**config.mk**
```make
export PLATFORM = sky130hd
export DESIGN_NAME = program_loader
export DESIGN_NICKNAME = d
export VERILOG_FILES = /design/src/rtl/program_loader.sv
export SDC_FILE = /design/constraint.sdc
export NUM_CORES = 1
export LEC_CHECK = 0
export CAP_MARGIN = 20
export CORE_MARGIN = 4
export CORE_UTILIZATION = 50
export CTS_CLUSTER_DIAMETER = 40
export DETAILED_ROUTE_END_ITERATION = 12
export PLACE_DENSITY = 0.8
export SYNTH_ARGS = -nofsm -noshare
export SYNTH_HDL_FRONTEND = slang
export SYNTH_SLANG_ARGS = --single-unit
```
**constraint.sdc**
```tcl
create_clock -name clk -period 2.6 [get_ports clk]
set_input_delay 0.52 -clock clk [delete_from_list [all_inputs] [get_ports clk]]
set_output_delay 0.52 -clock clk [all_outputs]
set_load 0.05 [all_outputs]
```
**src/rtl/program_loader.sv**
```systemverilog
// program_loader: accepts a stream of ASCII program characters, keeps only
// the eight command bytes, and writes them into a 2^ADDR_WIDTH byte program
// memory followed by a 0x00 terminator. Bracket nesting and capacity are
// checked while loading; any violation ends the session with an error code.
//
// Ports:
//   clk          sole clock, rising edge
//   reset_n      asynchronous active-low reset
//   start        begin a load session (sampled only in IDLE)
//   in_data      incoming program character
//   in_valid     in_data valid this cycle
//   in_ready     loader accepts in_data this cycle (high only in LOAD)
//   mem_wr_en    program memory write strobe
//   mem_addr     write address
//   mem_wr_data  write data
//   busy         session in progress (LOAD or TERM)
//   done         one-cycle pulse at end of session
//   error        session failed; held until next accepted start
//   err_code     00 none, 01 overflow, 10 unmatched ']', 11 unmatched '['
//   prog_len     command bytes written, terminator excluded
module program_loader #(
  parameter int ADDR_WIDTH = 4
) (
  input  logic                  clk,
  input  logic                  reset_n,
  input  logic                  start,
  input  logic [7:0]            in_data,
  input  logic                  in_valid,
  output logic                  in_ready,
  output logic                  mem_wr_en,
  output logic [ADDR_WIDTH-1:0] mem_addr,
  output logic [7:0]            mem_wr_data,
  output logic                  busy,
  output logic                  done,
  output logic                  error,
  output logic [1:0]            err_code,
  output logic [ADDR_WIDTH:0]   prog_len
);

  typedef enum logic [1:0] {
    IDLE = 2'b00,
    LOAD = 2'b01,
    TERM = 2'b10
  } state_t;

  localparam logic [ADDR_WIDTH-1:0] LAST_ADDR = '1;
  localparam logic [ADDR_WIDTH-1:0] PTR_ONE   = 1;
  localparam logic [ADDR_WIDTH:0]   LEN_ONE   = 1;

  localparam logic [1:0] ERR_OVERFLOW = 2'b01;
  localparam logic [1:0] ERR_CLOSE    = 2'b10;
  localparam logic [1:0] ERR_OPEN     = 2'b11;

  state_t                state, stateNext;
  logic [ADDR_WIDTH-1:0] pointer, pointerNext;
  logic [ADDR_WIDTH-1:0] depth, depthNext;
  logic                  wrEnNext;
  logic [ADDR_WIDTH-1:0] addrNext;
  logic [7:0]            wrDataNext;
  logic                  doneNext;
  logic                  errorNext;
  logic [1:0]            errCodeNext;
  logic [ADDR_WIDTH:0]   progLenNext;
  logic                  accept;

  function automatic logic isCommand(input logic [7:0] b);
    case (b)
      8'h2B, 8'h2D, 8'h3C, 8'h3E, 8'h5B, 8'h5D, 8'h2E, 8'h2C: return 1'b1;
      default:                                                return 1'b0;
    endcase
  endfunction

  assign in_ready = (state == LOAD);
  assign busy     = (state != IDLE);
  assign accept   = in_valid && in_ready;

  always_comb begin
    stateNext   = state;
    pointerNext = pointer;
    depthNext   = depth;
    wrEnNext    = 1'b0;
    addrNext    = mem_addr;
    wrDataNext  = mem_wr_data;
    doneNext    = 1'b0;
    errorNext   = error;
    errCodeNext = err_code;
    progLenNext = prog_len;

    case (state)
      IDLE: begin
        if (start) begin
          stateNext   = LOAD;
          pointerNext = '0;
          depthNext   = '0;
          progLenNext = '0;
          errorNext   = 1'b0;
          errCodeNext = 2'b00;
        end
      end

      LOAD: begin
        if (accept) begin
          if (in_data == 8'h00) begin
            if (depth != '0) begin
              stateNext   = IDLE;
              doneNext    = 1'b1;
              errorNext   = 1'b1;
              errCodeNext = ERR_OPEN;
            end else begin
              // Terminator goes at the current pointer; done follows from TERM.
              stateNext  = TERM;
              wrEnNext   = 1'b1;
              addrNext   = pointer;
              wrDataNext = 8'h00;
            end
          end else if (isCommand(in_data)) begin
            if (in_data == 8'h5D && depth == '0) begin
              stateNext   = IDLE;
              doneNext    = 1'b1;
              errorNext   = 1'b1;
              errCodeNext = ERR_CLOSE;
            end else if (pointer == LAST_ADDR) begin
              // Last address is reserved for the terminator.
              stateNext   = IDLE;
              doneNext    = 1'b1;
              errorNext   = 1'b1;
              errCodeNext = ERR_OVERFLOW;
            end else begin
              wrEnNext    = 1'b1;
              addrNext    = pointer;
              wrDataNext  = in_data;
              pointerNext = pointer + PTR_ONE;
              progLenNext = prog_len + LEN_ONE;
              if (in_data == 8'h5B) depthNext = depth + PTR_ONE;
              if (in_data == 8'h5D) depthNext = depth - PTR_ONE;
            end
          end
        end
      end

      TERM: begin
        stateNext = IDLE;
        doneNext  = 1'b1;
      end

      default: stateNext = IDLE;
    endcase
  end

  always_ff @(posedge clk or negedge reset_n) begin
    if (!reset_n) begin
      state       <= IDLE;
      pointer     <= '0;
      depth       <= '0;
      mem_wr_en   <= 1'b0;
      mem_addr    <= '0;
      mem_wr_data <= 8'h00;
      done        <= 1'b0;
      error       <= 1'b0;
      err_code    <= 2'b00;
      prog_len    <= '0;
    end else begin
      state       <= stateNext;
      pointer     <= pointerNext;
      depth       <= depthNext;
      mem_wr_en   <= wrEnNext;
      mem_addr    <= addrNext;
      mem_wr_data <= wrDataNext;
      done        <= doneNext;
      error       <= errorNext;
      err_code    <= errCodeNext;
      prog_len    <= progLenNext;
    end
  end

endmodule

```
==> summary.txt <==
Yosys
  – Syn_nets: 222
  – Post-synth top cells: 32 x dfrtp_1, 16 x nand2_1, 14 x nor2_1
  – Post-synth top flop: dfrtp_1
  – Synth Instances: ~200
  – Async set or reset register ratio after synthesis: between 90% and 100%
  – Post-synth EDFFs: 0
  – Count leader, synth: dfrtp_1
  – YS warnings: 0
  – Number of synthesized register bits: 32
  – Yosys cell types: 57
  – Top cells by area, synth: dfrtp_1 40%, mux2_4 4.5%, ha_1 4.3%
  – Post-synthesis cell area: between 2000 and 2500 sq um
  – Mean Syn Cell Area: 10.0 sq um
  – Synth top area share: 39.6%
  – Register area share after synthesis: between 30% and 40%
  – Yosys top cell by area: dfrtp_1

Placement
  – Pre-CTS setup slack: -360 ps
  – Buffers on Ports: 35
  – Dpl cells: ~300
  – Final Wtd Congestion: just under 0.9
  – Final HPWL DP: roughly 3.6 mm
  – Placed Area: around 2600 sq um

Global route
  – Number of global-route vias before repair: about 1800
  – Grt ovf: 0
  – Pin count of the biggest net entering global routing: 33
  – Total Routing Usage GR: approximately 20%
  – Initial antenna violation count: 0
  – First-pass GRT wire length: 8.36 mm

Final layout
  – Layout cells sized above 1: between 20% and 30%
  – Final instance area: about 2700 sq um
  – Antenna fix cells: 0
  – Util after Layout: between 70% and 80%
  – Final #Nets: between 200 and 300
  – Area Overhead vs Synth: 33.5%
  – Fillers: between 200 and 300
  – Fin cells: between 300 and 400

Power
  – P_leak: roughly 1.2 nW
  – Power Dens Cells: around 1000 nW/um^2
  – Tot Pwr: ~2.7 mW
  – Peak VDD IR: between 700 and 800 uV

Worst hold path
  – Hold path cells: 1
  – Worst min path class: reg2reg
  – HP Start: mem_wr_data[7]$_DFFE_PN0P_
  – Hold endpoint: mem_wr_data[7]$_DFFE_PN0P_

Route
  – 1st-iter DRT viols: about 110
  – Antenna-violating nets left: 0
  – Remaining DRCs: 0
  – Iteration count of the initial detailed-routing pass: 4
  – Routed WL per cell: between 15 and 20 um
  – Vias: approximately 1800
  – Drt via density: 5.86
  – Final WL: ~5 mm

Floorplan
  – Die Y: between 70 and 80 um
  – Chip width: 71.6 um
  – Row count: 22
  – I/O pins: 36
  – Die Footprint: a little over 5000 sq um
  – Initial Util: between 50% and 60%
  – Core area: around 3800 sq um

Critical path
  – Critical path endpoint category: flip-flop
  – Top delay family on crit path: compound AO/OA/AOI/OAI gates
  – Req. time, crit path: between 2000 and 3000 ps
  – CP Max Fanout: 4
  – CP cell instances: clkdlybuf4s50_1 -> nand4bb_2 -> nor3_2 -> ha_1 -> a21o_1 -> a21oi_1 -> xor2_1 -> a2111oi_1 -> a211o_1
  – Worst path max stage delay: approximately 440 ps
  – R2R Setup Slk: between 150 and 200 ps
  – Path type of the worst setup path: in2reg
  – CP max-delay cell: clkdlybuf4s50_1
  – R2r startpoint: depth[0]$_DFFE_PN0P_
  – R2R depth: 5
  – Worst setup SP type: input port
  – R2r endpoint: mem_wr_data[2]$_DFFE_PN0P_
  – Buffer and inverter count on the worst path: 1
  – WP data arrival: between 2000 and 3000 ps

Clock tree
  – Clock Pin Slew Worst Setup and Hold Paths: roughly 70 ps
  – Clock Latency Late Sink: slightly below 300 ps
  – H-tree depth reported by CTS: 2
  – Clk sinks: 32
  – CTS Root Cell: clkbuf_8
  – TritonCTS buffer count: 5
  – CTS tree: built
  – Longest Clk Path Bufs: 2

Timing
  – Max Slew Vio Count: 0
  – Tcrit/Tclk final: between 90 and 100%
  – Setup TNS: 0 ps
  – Highest Clock Rate: about 400 MHz
  – Final Hold Viols: 0
  – Clock skew: 7.99 ps
  – Final WS setup: ~37 ps
  – Measured slew at the worst slew-check pin: between 500 and 600 ps
  – Final setup violation count: 0
  – Hold slack: between 400 and 500 ps
  – Minimum clock period: approximately 2600 ps
  – RSZ-0062 raised after global routing: true
  – Slew HR: between 60 and 70%

Run
  – Maxcap violations: 0

Status
  – Status: finished, final reports clean
[layer usage]
| metal | share of wire [%] | vias up | track usage (%) |
|---|---|---|---|
| li1 | - | 894 | - |
| met1 | 50 | 889 | 27.9 |
| met2 | 44 | 38 | 32.0 |
| met3 | 4.4 | 8 | 4.77 |
| met4 | 1.4 | 0 | 6.05 |
| met5 | 0 | - | 0 |
[area by class of cell]
| type | instances | area [sq um] | area share [%] |
|---|---|---|---|
| flip-flops and latches | 32 | 801 | 29.6 |
| inverters | 6 | 22.5 | 0.834 |
| repair buffers | 63 | 571 | 21.1 |
| clock inverters | 2 | 10.0 | 0.371 |
| clock buffers | 6 | 82.6 | 3.06 |
| well taps | 48 | 60.1 | 2.22 |
| multi-input cells | 155 | 1150 | 42.8 |
[cells in the final DEF, fill, tap and decap left out, drive strengths merged, types with 5 or more instances in the layout]
cell,n
clkdlybuf4s50,34
dfrtp,32
buf,29
nand2,16
nor2,14
a21oi,11
mux2,9
o21ai,8
ha,7
nand2b,6
inv,6
clkbuf,6
and3,5
nand3,5
a211o,5
[cells by family (layout without fill, tap and decap cells)]
group	Yosys count	count (layout)	synth area share, %
compound gates	58	58	22.0
simple gates	73	73	19.7
flops	32	32	39.6
fa+ha+maj	8	8	5.32
mux	13	13	8.10
buf+inv	15	77	4.02
xor+xnor	3	3	1.30
[what timing repair did]
item,CTS,global route
endpoints found under the setup margin,1,9
hold buffers,0,0
resized for setup,1,5
setup buffers,0,0
[worst max path at each step]
stage	startpoint	end	slack, ps	cells after the start
2_1_floorplan	in_data[5]	depth[3]$_DFFE_PN0P_	240	8
3_3_place_gp	in_data[5]	depth[3]$_DFFE_PN0P_	-250	9
3_5_place_dp	in_data[5]	depth[3]$_DFFE_PN0P_	-360	9
4_1_cts	in_data[5]	depth[3]$_DFFE_PN0P_	10	9
5_1_grt	in_data[5]	depth[3]$_DFFE_PN0P_	-50	9
6_report	in_data[5]	depth[3]$_DFFE_PN0P_	40	9
[registers in the layout, indices dropped and copies added, names as in the netlist]
| register | cells |
|---|---|
| mem_wr_en | 1 |
| mem_wr_data | 8 |
| depth | 4 |
| done | 1 |
| mem_addr | 4 |
| pointer | 4 |
| state | 2 |
| error | 1 |
| err_code | 2 |
| prog_len | 5 |
[report_power, final]
group | switching, mW | internal (mW)
logic | 0.941 | 0.613
registers | 0.128 | 0.650
clock network | 0.194 | 0.211
No activity file was read; power rests on OpenSTA's default activity.
